[src/rtl/clk_mon.sv]
// ---------------------------------------------------------------------------
// clk_mon
//   Monitors a slow clock (mon_clk) that is asynchronous to clk_in. mon_clk is
//   synchronized into the clk_in domain, its edges are turned into one-cycle
//   ticks, and the rise-to-rise (period) and rise-to-fall (high_time) intervals
//   are measured in clk_in cycles. If no rising edge arrives within TIMEOUT
//   cycles the monitor flags a sticky clk_lost and drops back to IDLE.
//
// Parameters
//   SYNC_STAGES  synchronizer depth on mon_clk (2 or 3)
//   CNT_W        width of the interval counter, period and high_time
//   TIMEOUT      cycles without a rise before loss (2 .. 2^CNT_W-1)
//
// Ports
//   clk_in      in   sole clock, rising edge
//   reset       in   asynchronous, active-high
//   mon_clk     in   monitored clock, asynchronous to clk_in
//   rise_tick   out  one-cycle pulse per detected mon_clk rise
//   fall_tick   out  one-cycle pulse per detected mon_clk fall
//   period      out  last rise-to-rise interval (clk_in cycles)
//   high_time   out  last rise-to-fall interval (clk_in cycles)
//   meas_valid  out  period holds a valid measurement
//   clk_lost    out  sticky loss flag, cleared by the next rise
// ---------------------------------------------------------------------------
module clk_mon #(
    parameter int SYNC_STAGES = 2,
    parameter int CNT_W       = 8,
    parameter int TIMEOUT     = 64
) (
    input  logic             clk_in,
    input  logic             reset,
    input  logic             mon_clk,
    output logic             rise_tick,
    output logic             fall_tick,
    output logic [CNT_W-1:0] period,
    output logic [CNT_W-1:0] high_time,
    output logic             meas_valid,
    output logic             clk_lost
);

    typedef enum logic [1:0] {
        IDLE   = 2'd0,  // no rise since reset or loss
        ARMED  = 2'd1,  // one rise seen, counting the first period
        LOCKED = 2'd2   // at least one full period measured
    } state_t;

    localparam logic [CNT_W-1:0] CNT_MAX   = '1;
    localparam logic [CNT_W-1:0] CNT_ONE   = CNT_W'(1);
    localparam logic [CNT_W-1:0] TIMEOUT_C = CNT_W'(TIMEOUT);

    state_t                  state, state_nx;
    logic [SYNC_STAGES-1:0]  sync_q;
    logic                    prev_q;
    logic                    sync_s;
    logic                    rise, fall;
    logic                    timeout;

    logic [CNT_W-1:0]        cnt, cnt_nx;
    logic [CNT_W-1:0]        period_nx, high_nx;
    logic                    meas_nx, lost_nx;

    // ---------------- synchronizer and edge detect ----------------
    assign sync_s = sync_q[SYNC_STAGES-1];
    assign rise   = sync_s & ~prev_q;
    assign fall   = ~sync_s & prev_q;

    always_ff @(posedge clk_in or posedge reset) begin
        if (reset) begin
            sync_q    <= '0;
            prev_q    <= 1'b0;
            rise_tick <= 1'b0;
            fall_tick <= 1'b0;
        end else begin
            sync_q    <= {sync_q[SYNC_STAGES-2:0], mon_clk};
            prev_q    <= sync_s;
            rise_tick <= rise;
            fall_tick <= fall;
        end
    end

    // ---------------- state and measurement registers ----------------
    always_ff @(posedge clk_in or posedge reset) begin
        if (reset) begin
            state      <= IDLE;
            cnt        <= '0;
            period     <= '0;
            high_time  <= '0;
            meas_valid <= 1'b0;
            clk_lost   <= 1'b0;
        end else begin
            state      <= state_nx;
            cnt        <= cnt_nx;
            period     <= period_nx;
            high_time  <= high_nx;
            meas_valid <= meas_nx;
            clk_lost   <= lost_nx;
        end
    end

    // A rise always wins over a coinciding timeout, so a clock whose period
    // equals TIMEOUT exactly is still considered alive.
    assign timeout = (state != IDLE) && !rise && (cnt == TIMEOUT_C);

    always_comb begin
        state_nx  = state;
        cnt_nx    = cnt;
        period_nx = period;
        high_nx   = high_time;
        meas_nx   = meas_valid;
        lost_nx   = clk_lost;

        // Counter restarts at 1 on each rise so that rises N cycles apart
        // read back as N on the next rise.
        if (rise)
            cnt_nx = CNT_ONE;
        else if (state != IDLE && cnt != CNT_MAX)
            cnt_nx = cnt + CNT_ONE;

        case (state)
            IDLE: begin
                if (rise) begin
                    state_nx = ARMED;
                    lost_nx  = 1'b0;
                end
            end
            ARMED, LOCKED: begin
                if (rise) begin
                    state_nx  = LOCKED;
                    period_nx = cnt;
                    meas_nx   = 1'b1;
                end else if (timeout) begin
                    state_nx = IDLE;
                    lost_nx  = 1'b1;
                    meas_nx  = 1'b0;
                end
            end
            default: state_nx = IDLE;
        endcase

        // A fall on the timeout cycle is ignored so the last good high_time
        // survives the loss.
        if (fall && state != IDLE && !timeout)
            high_nx = cnt;
    end

endmodule

[config.mk]
export PLATFORM = sky130hd
export DESIGN_NAME = clk_mon
export DESIGN_NICKNAME = d
export VERILOG_FILES = /design/src/rtl/clk_mon.sv
export SDC_FILE = /design/constraint.sdc
export NUM_CORES = 1
export LEC_CHECK = 0
export BUFFER_PORTS_ARGS = -buffer_cell sky130_fd_sc_hd__clkbuf_2
export CORE_UTILIZATION = 30
export DETAILED_ROUTE_END_ITERATION = 12
export PLACE_DENSITY_LB_ADDON = 0.15
export SYNTH_ARGS = -nofsm -noshare
export SYNTH_HDL_FRONTEND = slang
export SYNTH_SLANG_ARGS = --single-unit
[constraint.sdc]
create_clock -name clk_in -period 1.7 [get_ports clk_in]
set_clock_uncertainty 0.05 [all_clocks]
set_input_delay 0.34 -clock clk_in [delete_from_list [all_inputs] [get_ports clk_in]]
set_output_delay 0.34 -clock clk_in [all_outputs]
set_load 0.03 [all_outputs]
==> flow_metrics.env <==
export IMPL_outcome="complete, no violations"
export IMPL_cts_sinks=33
export IMPL_worstSetupEndpointType="register"
export IMPL_hold_viol=0
export IMPL_grt_max_degree=34
export IMPL_fin_crit_sh_pct=95.1
export IMPL_finalCriticalPeriod_ns=1.62
export IMPL_antenna_found_initial=0
export IMPL_nNetsFinal=175
export IMPL_die_area_um2=5360
export IMPL_portBuffers=22
export IMPL_final_antenna_net_count=0
export IMPL_synth_edf_count=0
export IMPL_grt_pass1_vias=1133
export IMPL_first_iter_violations=89
export IMPL_rsz0062_at_grt="no"
export IMPL_instances_no_fill=237
export IMPL_required_ns=1.81
export IMPL_finalSetupViolCount=0
export IMPL_grt_total_usage_pct=14.7
export IMPL_gp_congestion=0.750
export IMPL_fillerInstances=485
export IMPL_syn_nets=134
export IMPL_initial_core_util_pct=31.6
export IMPL_clkTransAtPathRegs_ns=0.07
export IMPL_power_density_nw_per_um2=1440
export IMPL_ys_seq_elements=33
export IMPL_drt_drc_violations_left=0
export IMPL_dr_pass1_iters=4
export IMPL_synth_flop_cell="dfrtp_1"
export IMPL_htreeDepth=2
export IMPL_ys_seq_area_share_pct=54.2
export IMPL_synthesis_area_um2=1520
export IMPL_synthCells=128
export IMPL_cts_buffers=5
export IMPL_antenna_cells=0
export IMPL_synth_warnings=0
export IMPL_tightest_slew_ns=0.430
export IMPL_hold_class="input pin to asynchronous set/reset pin"
export IMPL_cts_buffer_depth=2
export IMPL_cap_violations=0
export IMPL_max_freq_mhz=619
export IMPL_dpl_hpwl_mm=2.44
export IMPL_tns_ns=0
export IMPL_die_height_um=73.2
export IMPL_synth_area_leaders="dfrtp_1 (54%), mux2_4 (4.9%), mux2_2 (4.4%), o21ai_0 (3.6%), inv_1 (2.7%)"
export IMPL_ys_types=36
export IMPL_syn_avg_cell_area_um2=11.9
export IMPL_core_area_um2=4820
export IMPL_vdd_drop_max_mv=0.513
export IMPL_arrival_ns=1.73
export IMPL_yosysTopAreaCell="dfrtp_1"
export IMPL_die_w_um=73.2
export IMPL_crit_type="register to register"
export IMPL_hold_buffers=0
export IMPL_final_area_um2=1920
export IMPL_avgRoutedWirePerCell_um=14.3
export IMPL_p_leak_uw=0.000948
export IMPL_drive_gt1_share_pct=40.6
export IMPL_cp_start_kind="register"
export IMPL_syn2layout_area_growth_pct=26.4
export IMPL_synth_top_cell_area_share_pct=54.2
export IMPL_clock_latency_ns=0.29
export IMPL_max_slew_margin_pct=71.4
export IMPL_vias_per_cell=4.72
export IMPL_async_flop_share_pct=100
export IMPL_overflow=0
export IMPL_place_area_um2=1800
export IMPL_core_rowCount=25
export IMPL_cts_root_buf="clkbuf_8"
export IMPL_crit_fanout=4
export IMPL_finalMaxSlewViolations=0
export IMPL_ios=23
export IMPL_grt_pass1_wl_mm=5.67
export IMPL_cts_tree="built"
export IMPL_num_vias=1118
export IMPL_routed_wl_mm=3.39
export IMPL_dp_cells=226
critical path, cell delays in order, from the launching register on:
cell and delay (ns):
dfrtp_1 0.34, inv_1 0.07, ha_1 0.20, and4bb_2 0.26, buf_4 0.16, a211o_2 0.33
o311ai_0 0.10
state kept, by name, indices dropped and copies added, names as in the netlist:
register	cells
clk_lost	1
rise_tick	1
high_time	8
prev_q	1
period	8
sync_q	2
state	2
meas_valid	1
fall_tick	1
cnt	8
area by class of cell:
cell class              instances  area, um2  share of cell area (%)
clock buffers                   6       72.6                    3.77
clock inverters                 2       10.0                   0.520
inverters                      11       41.3                    2.15
multi-input cells              77        638                    33.2
flip-flops and latches         33        826                    42.9
well taps                      67       83.8                    4.36
repair buffers                 41        253                    13.1
placed cells by master, fill, tap and decap left out, types with 2 or more instances in the layout:
cell type / netlist / final
a21oi_1: 7 / 6
a311oi_1: 2 / 2
buf_4: 0 / 19
clkbuf_2: 0 / 22
clkbuf_8: 0 / 5
clkinv_2: 0 / 2
dfrtp_1: 33 / 33
ha_1: 3 / 2
inv_1: 11 / 11
mux2_2: 6 / 6
mux2_4: 5 / 5
mux2i_1: 3 / 3
nand2_1: 11 / 11
nand2b_1: 2 / 2
nand4b_1: 2 / 2
nor2_1: 2 / 2
nor2b_1: 3 / 3
o21ai_0: 11 / 11
Yosys cell counts, types with 2 or more instances:
| master | n |
|---|---|
| dfrtp_1 | 33 |
| inv_1 | 11 |
| nand2_1 | 11 |
| o21ai_0 | 11 |
| a21oi_1 | 7 |
| mux2_2 | 6 |
| mux2_4 | 5 |
| buf_2 | 3 |
| ha_1 | 3 |
| mux2i_1 | 3 |
| nor2b_1 | 3 |
| a211oi_1 | 2 |
| a311oi_1 | 2 |
| buf_6 | 2 |
| clkbuf_1 | 2 |
| nand2b_1 | 2 |
| nand4b_1 | 2 |
| nor2_1 | 2 |
report_power, final:
| group | leakage (uW) | internal (uW) | total, uW | switching (uW) |
|---|---|---|---|---|
| clock network | 0.0000450 | 283 | 572 | 288 |
| logic | 0.000474 | 512 | 1180 | 665 |
| registers | 0.000429 | 939 | 1020 | 78.7 |
| total | 0.000948 | 1730 | 2770 | 1030 |
kinds of logic after synthesis:
group,Yosys count,synth area share (%)
mux,14,11.3
fa+ha+maj,3,2.47
compound gates,30,13.3
simple gates,30,13.0
buf+inv,18,5.67
flops,33,54.2
stage by stage:
step	hold slack [ns]	total power [uW]	setup slack, ns	utilization (%)
6_report	0.0599	2770	0.0838	39.9
5_1_grt	0.0961	2960	0.00113	39.9
4_1_cts	0.0710	2730	0.0317	39.1
3_5_place_dp	0.290	2150	0.0254	37.4
3_3_place_gp	0.290	2140	0.0494	37.4
2_1_floorplan	0.281	1800	0.0178	-
timing repair:
| action | CTS | global route |
|---|---|---|
| buffers inserted | 0 | 3 |
| gates resized for setup | 0 | 3 |
| hold endpoints to repair | 0 | 0 |
| setup endpoints to repair | 0 | 8 |
metal layers:
| layer | vias up | global-route usage, % | part of all wire (%) | wire length (um) |
|---|---|---|---|---|
| met4 | 0 | 7.19 | 1.8 | 60 |
| met3 | 8 | 3.87 | 3.2 | 109 |
| met2 | 20 | 22.8 | 48 | 1630 |
| met1 | 561 | 19.0 | 47 | 1580 |
| li1 | 529 | - | - | - |
| met5 | - | 0 | 0 | 0 |
path summary, 6_finish.rpt:
| kind | startpoint | cells past startpoint | end | slack (ns) |
|---|---|---|---|---|
| max | cnt[0]$_DFFE_PP0P_ | 6 | state[1]$_DFFE_PP0P_ | 0.08 |
| min | reset | 3 | sync_q[1]$_DFF_PP0_ | 0.06 |
| max reg2reg | cnt[0]$_DFFE_PP0P_ | 6 | state[1]$_DFFE_PP0P_ | 0.08 |
| min reg2reg | sync_q[0]$_DFF_PP0_ | 0 | sync_q[1]$_DFF_PP0_ | 0.30 |
| max in group asynchronous | reset | 3 | period[2]$_DFFE_PP0P_ | 1.23 |
| min in group clk_in | mon_clk | 1 | sync_q[0]$_DFF_PP0_ | 0.10 |
No activity file was read; power rests on OpenSTA's default activity.
